`config.mk`:
```
export PLATFORM = sky130hd
export DESIGN_NAME = sync_fifo_fwft
export DESIGN_NICKNAME = d
export VERILOG_FILES = /design/src/rtl/sync_fifo_pkg.sv /design/src/rtl/sdp_1clk_ram.sv /design/src/rtl/sync_fifo_fwft.sv
export SDC_FILE = /design/constraint.sdc
export NUM_CORES = 1
export LEC_CHECK = 0
export CORE_MARGIN = 3
export CORE_UTILIZATION = 40
export DETAILED_ROUTE_END_ITERATION = 8
export PLACE_DENSITY = 0.56
export SYNTH_ARGS = -nofsm -noshare
export SYNTH_HDL_FRONTEND = slang
export SYNTH_SLANG_ARGS = --single-unit
```
`constraint.sdc`:
```
create_clock -name clk_i -period 2.7 [get_ports clk_i]
set_input_delay 0.54 -clock clk_i [delete_from_list [all_inputs] [get_ports clk_i]]
set_output_delay 0.54 -clock clk_i [all_outputs]
set_load 0.01 [all_outputs]
```
`src/rtl/sync_fifo_pkg.sv`:
```
// ---------------------------------------------------------------------------
// sync_fifo_pkg
// Shared sizing helpers for the first-word-fall-through FIFO and its RAM.
// There are no ports. Per-instance widths come from parameters, so each user
// derives P_DEPTH and P_CNT_W locally from these helpers.
// ---------------------------------------------------------------------------
package sync_fifo_pkg;

  // Number of RAM entries for a given address width. This uses a shift, so
  // no clog2 is needed.
  function automatic int unsigned fifo_depth(input int unsigned addr_w);
    return 32'd1 << addr_w;
  endfunction

  // Width of an occupancy counter that must be able to hold the full depth.
  function automatic int unsigned fifo_cnt_width(input int unsigned addr_w);
    return addr_w + 32'd1;
  endfunction

endpackage

```
`src/rtl/sdp_1clk_ram.sv`:
```
// ---------------------------------------------------------------------------
// sdp_1clk_ram
// Single-clock simple-dual-port RAM. It has one write port and one read port.
// The read port has a registered output with one-cycle latency.
//
// Ports:
//   clk_i      clock
//   wr_i       write enable
//   wr_addr_i  write address
//   wr_data_i  write data
//   rd_i       read enable; rd_data_o updates only when this is high
//   rd_addr_i  read address
//   rd_data_o  read data register
// ---------------------------------------------------------------------------
module sdp_1clk_ram
  import sync_fifo_pkg::*;
#(
  parameter int P_DATA_WIDTH = 8,
  parameter int P_ADDR_WIDTH = 4
) (
  input  logic                    clk_i,
  input  logic                    wr_i,
  input  logic [P_ADDR_WIDTH-1:0] wr_addr_i,
  input  logic [P_DATA_WIDTH-1:0] wr_data_i,
  input  logic                    rd_i,
  input  logic [P_ADDR_WIDTH-1:0] rd_addr_i,
  output logic [P_DATA_WIDTH-1:0] rd_data_o
);

  localparam int P_DEPTH = int'(fifo_depth(P_ADDR_WIDTH));

  logic [P_DATA_WIDTH-1:0] mem_q [P_DEPTH];
  logic [P_DATA_WIDTH-1:0] rd_data_q;

  // The storage is not reset. Control logic upstream ensures that only
  // written entries are ever read. The read register holds its value when
  // rd_i is low, which keeps a stalled head word stable.
  always_ff @(posedge clk_i) begin
    if (wr_i) begin
      mem_q[wr_addr_i] <= wr_data_i;
    end
    if (rd_i) begin
      rd_data_q <= mem_q[rd_addr_i];
    end
  end

  assign rd_data_o = rd_data_q;

endmodule

```
`src/rtl/sync_fifo_fwft.sv`:
```
// ---------------------------------------------------------------------------
// sync_fifo_fwft
// First-word-fall-through FIFO built around sdp_1clk_ram. The RAM's read
// register acts as the output stage, which hides the one-cycle read latency.
//
// Ports:
//   clk_i        clock
//   rst_i        synchronous active-high reset
//   in_valid_i   write word offered
//   in_ready_o   FIFO can accept a word
//   in_data_i    write word
//   out_valid_o  out_data_o holds the head word
//   out_ready_i  consumer takes the head word
//   out_data_o   head word
//   count_o      total words held (RAM plus output stage)
//   hwm_o        peak count_o since reset (only when SYNC_FIFO_HWM_EN is defined)
//
// Optional feature macro: SYNC_FIFO_HWM_EN
// ---------------------------------------------------------------------------
module sync_fifo_fwft
  import sync_fifo_pkg::*;
#(
  parameter int P_DATA_WIDTH = 8,
  parameter int P_ADDR_WIDTH = 4
) (
  input  logic                    clk_i,
  input  logic                    rst_i,
  input  logic                    in_valid_i,
  output logic                    in_ready_o,
  input  logic [P_DATA_WIDTH-1:0] in_data_i,
  output logic                    out_valid_o,
  input  logic                    out_ready_i,
  output logic [P_DATA_WIDTH-1:0] out_data_o,
  output logic [P_ADDR_WIDTH:0]   count_o
`ifdef SYNC_FIFO_HWM_EN
  ,
  output logic [P_ADDR_WIDTH:0]   hwm_o
`endif
);

  localparam int P_DEPTH = int'(fifo_depth(P_ADDR_WIDTH));
  localparam int P_CNT_W = int'(fifo_cnt_width(P_ADDR_WIDTH));
  localparam logic [P_CNT_W-1:0] P_FULL_CNT = P_CNT_W'(P_DEPTH);

  logic [P_ADDR_WIDTH-1:0] wr_ptr_q, wr_ptr_d;
  logic [P_ADDR_WIDTH-1:0] rd_ptr_q, rd_ptr_d;
  logic [P_CNT_W-1:0]      ram_cnt_q, ram_cnt_d;
  logic                    out_valid_q, out_valid_d;
  logic                    wr_en;
  logic                    rd_en;

  // Handshake decode. Ready depends only on registered RAM occupancy, so
  // there is no combinational path from out_ready_i to in_ready_o. A read is
  // issued whenever the RAM holds a word and the output stage is empty or
  // being drained this cycle.
  always_comb begin
    in_ready_o = (ram_cnt_q != P_FULL_CNT);
    wr_en      = in_valid_i & in_ready_o;
    rd_en      = (ram_cnt_q != '0) & (~out_valid_q | out_ready_i);
  end

  // Next-state logic. The pointers wrap naturally at the power-of-two depth.
  // The output stage fills on a read, empties on a take with no refill, and
  // otherwise holds.
  always_comb begin
    wr_ptr_d    = wr_ptr_q;
    rd_ptr_d    = rd_ptr_q;
    out_valid_d = out_valid_q;
    if (wr_en) begin
      wr_ptr_d = wr_ptr_q + P_ADDR_WIDTH'(1);
    end
    if (rd_en) begin
      rd_ptr_d = rd_ptr_q + P_ADDR_WIDTH'(1);
    end
    if (rd_en) begin
      out_valid_d = 1'b1;
    end else if (out_ready_i) begin
      out_valid_d = 1'b0;
    end
    ram_cnt_d = ram_cnt_q + P_CNT_W'(wr_en) - P_CNT_W'(rd_en);
  end

  // State registers. Reset discards every stored word by clearing the
  // occupancy and the output-stage flag. The RAM contents become unreachable.
  always_ff @(posedge clk_i) begin
    if (rst_i) begin
      wr_ptr_q    <= '0;
      rd_ptr_q    <= '0;
      ram_cnt_q   <= '0;
      out_valid_q <= 1'b0;
    end else begin
      wr_ptr_q    <= wr_ptr_d;
      rd_ptr_q    <= rd_ptr_d;
      ram_cnt_q   <= ram_cnt_d;
      out_valid_q <= out_valid_d;
    end
  end

  // Total occupancy includes the word parked in the RAM read register.
  always_comb begin
    out_valid_o = out_valid_q;
    count_o     = ram_cnt_q + P_CNT_W'(out_valid_q);
  end

  sdp_1clk_ram #(
    .P_DATA_WIDTH (P_DATA_WIDTH),
    .P_ADDR_WIDTH (P_ADDR_WIDTH)
  ) u_ram (
    .clk_i     (clk_i),
    .wr_i      (wr_en),
    .wr_addr_i (wr_ptr_q),
    .wr_data_i (in_data_i),
    .rd_i      (rd_en),
    .rd_addr_i (rd_ptr_q),
    .rd_data_o (out_data_o)
  );

`ifdef SYNC_FIFO_HWM_EN
  logic [P_CNT_W-1:0] hwm_q, hwm_d;

  // The high-water mark samples count_o each cycle. It therefore reflects
  // a new peak one edge after that peak appears.
  always_comb begin
    hwm_d = (count_o > hwm_q) ? count_o : hwm_q;
  end

  always_ff @(posedge clk_i) begin
    if (rst_i) begin
      hwm_q <= '0;
    end else begin
      hwm_q <= hwm_d;
    end
  end

  assign hwm_o = hwm_q;
`endif

endmodule

```
==> results.sh <==
export IMPL_core_um2=14700
export IMPL_wirelength_mm=11.9
export IMPL_yosysWarningCount=0
export IMPL_crit_top_cell="inv_1"
export IMPL_synth_edf_count=136
export IMPL_area_growth_pct=19.5
export IMPL_crit_required_ps=2980
export IMPL_endpoint_kind="flop"
export IMPL_dp_hpwl_mm=7.54
export IMPL_worst_pin_slew_ps=737
export IMPL_worstHoldPathType="flop to flop"
export IMPL_ir_worst_vdd_mv=0.463
export IMPL_crit_fanout=5
export IMPL_synth_net_count=351
export IMPL_max_freq_mhz=394
export IMPL_post_cts_buffers=0
export IMPL_crit_type="flop to flop"
export IMPL_syn_avg_cell_area_um2=18.8
export IMPL_cp_start_kind="flop"
export IMPL_grt_pass1_wl_mm=18.6
export IMPL_rows=44
export IMPL_crit_slowest_cell="fa_1"
export IMPL_place_area_um2=6680
export IMPL_hold_depth=2
export IMPL_grt_start_max_net_pins=36
export IMPL_clk_pin_slew_ps=60
export IMPL_min_to="wr_ptr_q[1]"
export IMPL_fillCellCount=1210
export IMPL_status="complete, no violations"
export IMPL_place_inst=548
export IMPL_p_leak_nw=2.47
export IMPL_insertion_delay_ps=410
export IMPL_start_util_pct=41.3
export IMPL_finalMaxSlewViolations=0
export IMPL_hold_slack_ps=528
export IMPL_fin_area_um2=7250
export IMPL_diodes=0
export IMPL_dieArea_um2=16700
export IMPL_rrSetupSlack_ps=160
export IMPL_antenna_left=0
export IMPL_fin_crit_sh_pct=94.0
export IMPL_utilization_pct=49.3
export IMPL_netlist_area_um2=6060
export IMPL_cts_tree="yes"
export IMPL_ys_flop_type="edfxtp_1"
export IMPL_cp_num_buf_inv=4
export IMPL_slowest_delay_ps=400
export IMPL_finalCriticalPeriod_ps=2540
export IMPL_yosysTopAreaCellShare_pct=67.3
export IMPL_dp_slack_ps=-71.3
export IMPL_synthTopCellsByArea="edfxtp_1 (67%), mux4_2 (7.4%), mux4_1 (5.2%)"
export IMPL_cts_max_path_buffers=2
export IMPL_die_w_um=129
export IMPL_antenna_found_initial=0
export IMPL_synth_top_area_cell="edfxtp_1"
export IMPL_reg2reg_from="ram_cnt_q[2]"
export IMPL_synthCells=323
export IMPL_reg2reg_depth=14
export IMPL_firstDrtPassIters=4
export IMPL_htreeDepth=4
export IMPL_powerDensity_nw_per_um2=945
export IMPL_drt_iter0_markers=217
export IMPL_slew_limit_headroom_pct=50.8
export IMPL_fin_worst_skew_ps=7.24
export IMPL_nets=411
export IMPL_setup_ws_ps=163
export IMPL_p_total_mw=6.85
export IMPL_numCtsBuffers=17
export IMPL_ys_ff_latch=150
export IMPL_yosysUniqueCellTypes=33
export IMPL_synth_commonest_cells="edfxtp_1 (136), nor2_1 (23), mux4_2 (20), nand2_1 (17), a22oi_1 (16)"
export IMPL_worstHoldStart="wr_ptr_q[1]"
export IMPL_die_y_um=129
export IMPL_path_cells="inv_1 > ha_1 > nand4bb_1 > and2_1 > inv_1 > ha_1 > inv_1 > ha_1 > inv_1 > fa_1 > nor2b_2 > o21bai_1 > a21oi_1 > nor3b_2"
export IMPL_finalNonFillerCells=580
export IMPL_cts_root_buf="clkbuf_16"
export IMPL_cts_num_sinks=150
export IMPL_reg2reg_to="ram_cnt_q[4]"
export IMPL_drive_above_1_share_pct=20.5
export IMPL_cp_arrival_ps=2820
export IMPL_gp_congestion=0.738
export IMPL_vias_per_cell=5.13
export IMPL_synth_async_reset_ratio_pct=0
export IMPL_setup_tns_ps=0
export IMPL_synth_most_common_cell="edfxtp_1"
export IMPL_grt_overflow_total=0
export IMPL_cap_violations=0
export IMPL_vias=2975
export IMPL_io_buffers=26
export IMPL_grt_pass1_vias=3212
export IMPL_crit_family="adder cells"
export IMPL_drc=0
export IMPL_setup_violations=0
export IMPL_yosysSeqAreaShare_pct=72.0
export IMPL_track_usage_pct=15.6
export IMPL_io_pins=27
export IMPL_wl_per_cell_um=20.6
export IMPL_hold_viol=0
-- registers in the layout, summed over array words and instances (netlist names) --
register	flops
u_ram.mem_q	128
rd_ptr_q	4
ram_cnt_q	5
out_valid_o	1
u_ram.rd_data_o	8
wr_ptr_q	4
-- area by class of cell --
type	count	area [um2]	share of cell area (%)
flip-flops and latches	150	4370	60.3
multi-input cells	148	1570	21.6
repair buffers	56	498	6.87
clock buffers	19	433	5.97
well taps	184	230	3.18
clock inverters	13	114	1.57
inverters	10	37.5	0.518
-- metal layers --
| metal | up-vias | wire [um] | global-route usage, % |
|---|---|---|---|
| met2 | 59 | 5790 | 23.9 |
| met3 | 6 | 550 | 4.16 |
| met4 | 0 | 105 | 5.19 |
| met5 | - | 0 | 0 |
| li1 | 1394 | - | - |
| met1 | 1516 | 5500 | 21.8 |
-- where the power goes --
| group | internal (mW) | switching [mW] | leakage, nW |
|---|---|---|---|
| logic | 0.928 | 0.866 | 0.852 |
| registers | 2.76 | 0.107 | 1.35 |
| clock network | 1.33 | 0.851 | 0.264 |
| total | 5.03 | 1.82 | 2.47 |
-- cell usage in the layout (no fill, tap or decap), drive strengths merged --
master         netlist  layout
a21o                 1       1
a21oi                4       4
a22oi               16      16
and2                 2       2
and2b                1       1
and3                 1       1
buf                  9      30
bufinv               0       2
clkbuf               3      19
clkdlybuf4s50        0      26
clkinv               0       9
clkinvlp             0       2
dfxtp               14      14
edfxtp             136     136
fa                   1       1
ha                  15      15
inv                 10      10
mux4                32      32
nand2               17      17
nand2b               2       2
nand3                4       4
nand4bb              1       1
nor2                23      23
nor2b                6       6
nor3                 6       6
nor3b                2       2
nor4b                1       1
o21ai                1       1
o21bai               1       1
xnor2                7       7
xor2                 4       4
-- kinds of logic after synthesis --
logic type / count (synthesis) / share of synthesized area, %
adders and majority gates: 16 / 3.42
muxes: 32 / 12.6
DFF: 150 / 72.0
and+or+nand+nor: 66 / 5.14
AOI/OAI and AO/OA: 23 / 2.64
xor gates and xnor gates: 11 / 1.59
buffers and inverters: 25 / 2.62
-- what timing repair did --
action	CTS	global route
setup endpoints to repair	0	1
hold buffers	0	0
gates resized for setup	0	5
-- worst max-delay path by stage --
stage	to	cells after the start	slack, ps	from
floorplan	ram_cnt_q[4]	15	50	ram_cnt_q[2]
global placement	ram_cnt_q[4]	12	9	in_valid_i
detailed placement	ram_cnt_q[4]	12	-70	in_valid_i
CTS	ram_cnt_q[4]	14	70	ram_cnt_q[2]
global route	ram_cnt_q[4]	14	-10	ram_cnt_q[2]
finish	ram_cnt_q[4]	14	160	ram_cnt_q[2]
-- tightest hold or removal path: stages, from the launching register on --
cell     delay [ps]
dfxtp_1         350
nand2_1          70
a21oi_1          60
(Power assumes the default switching activity.)
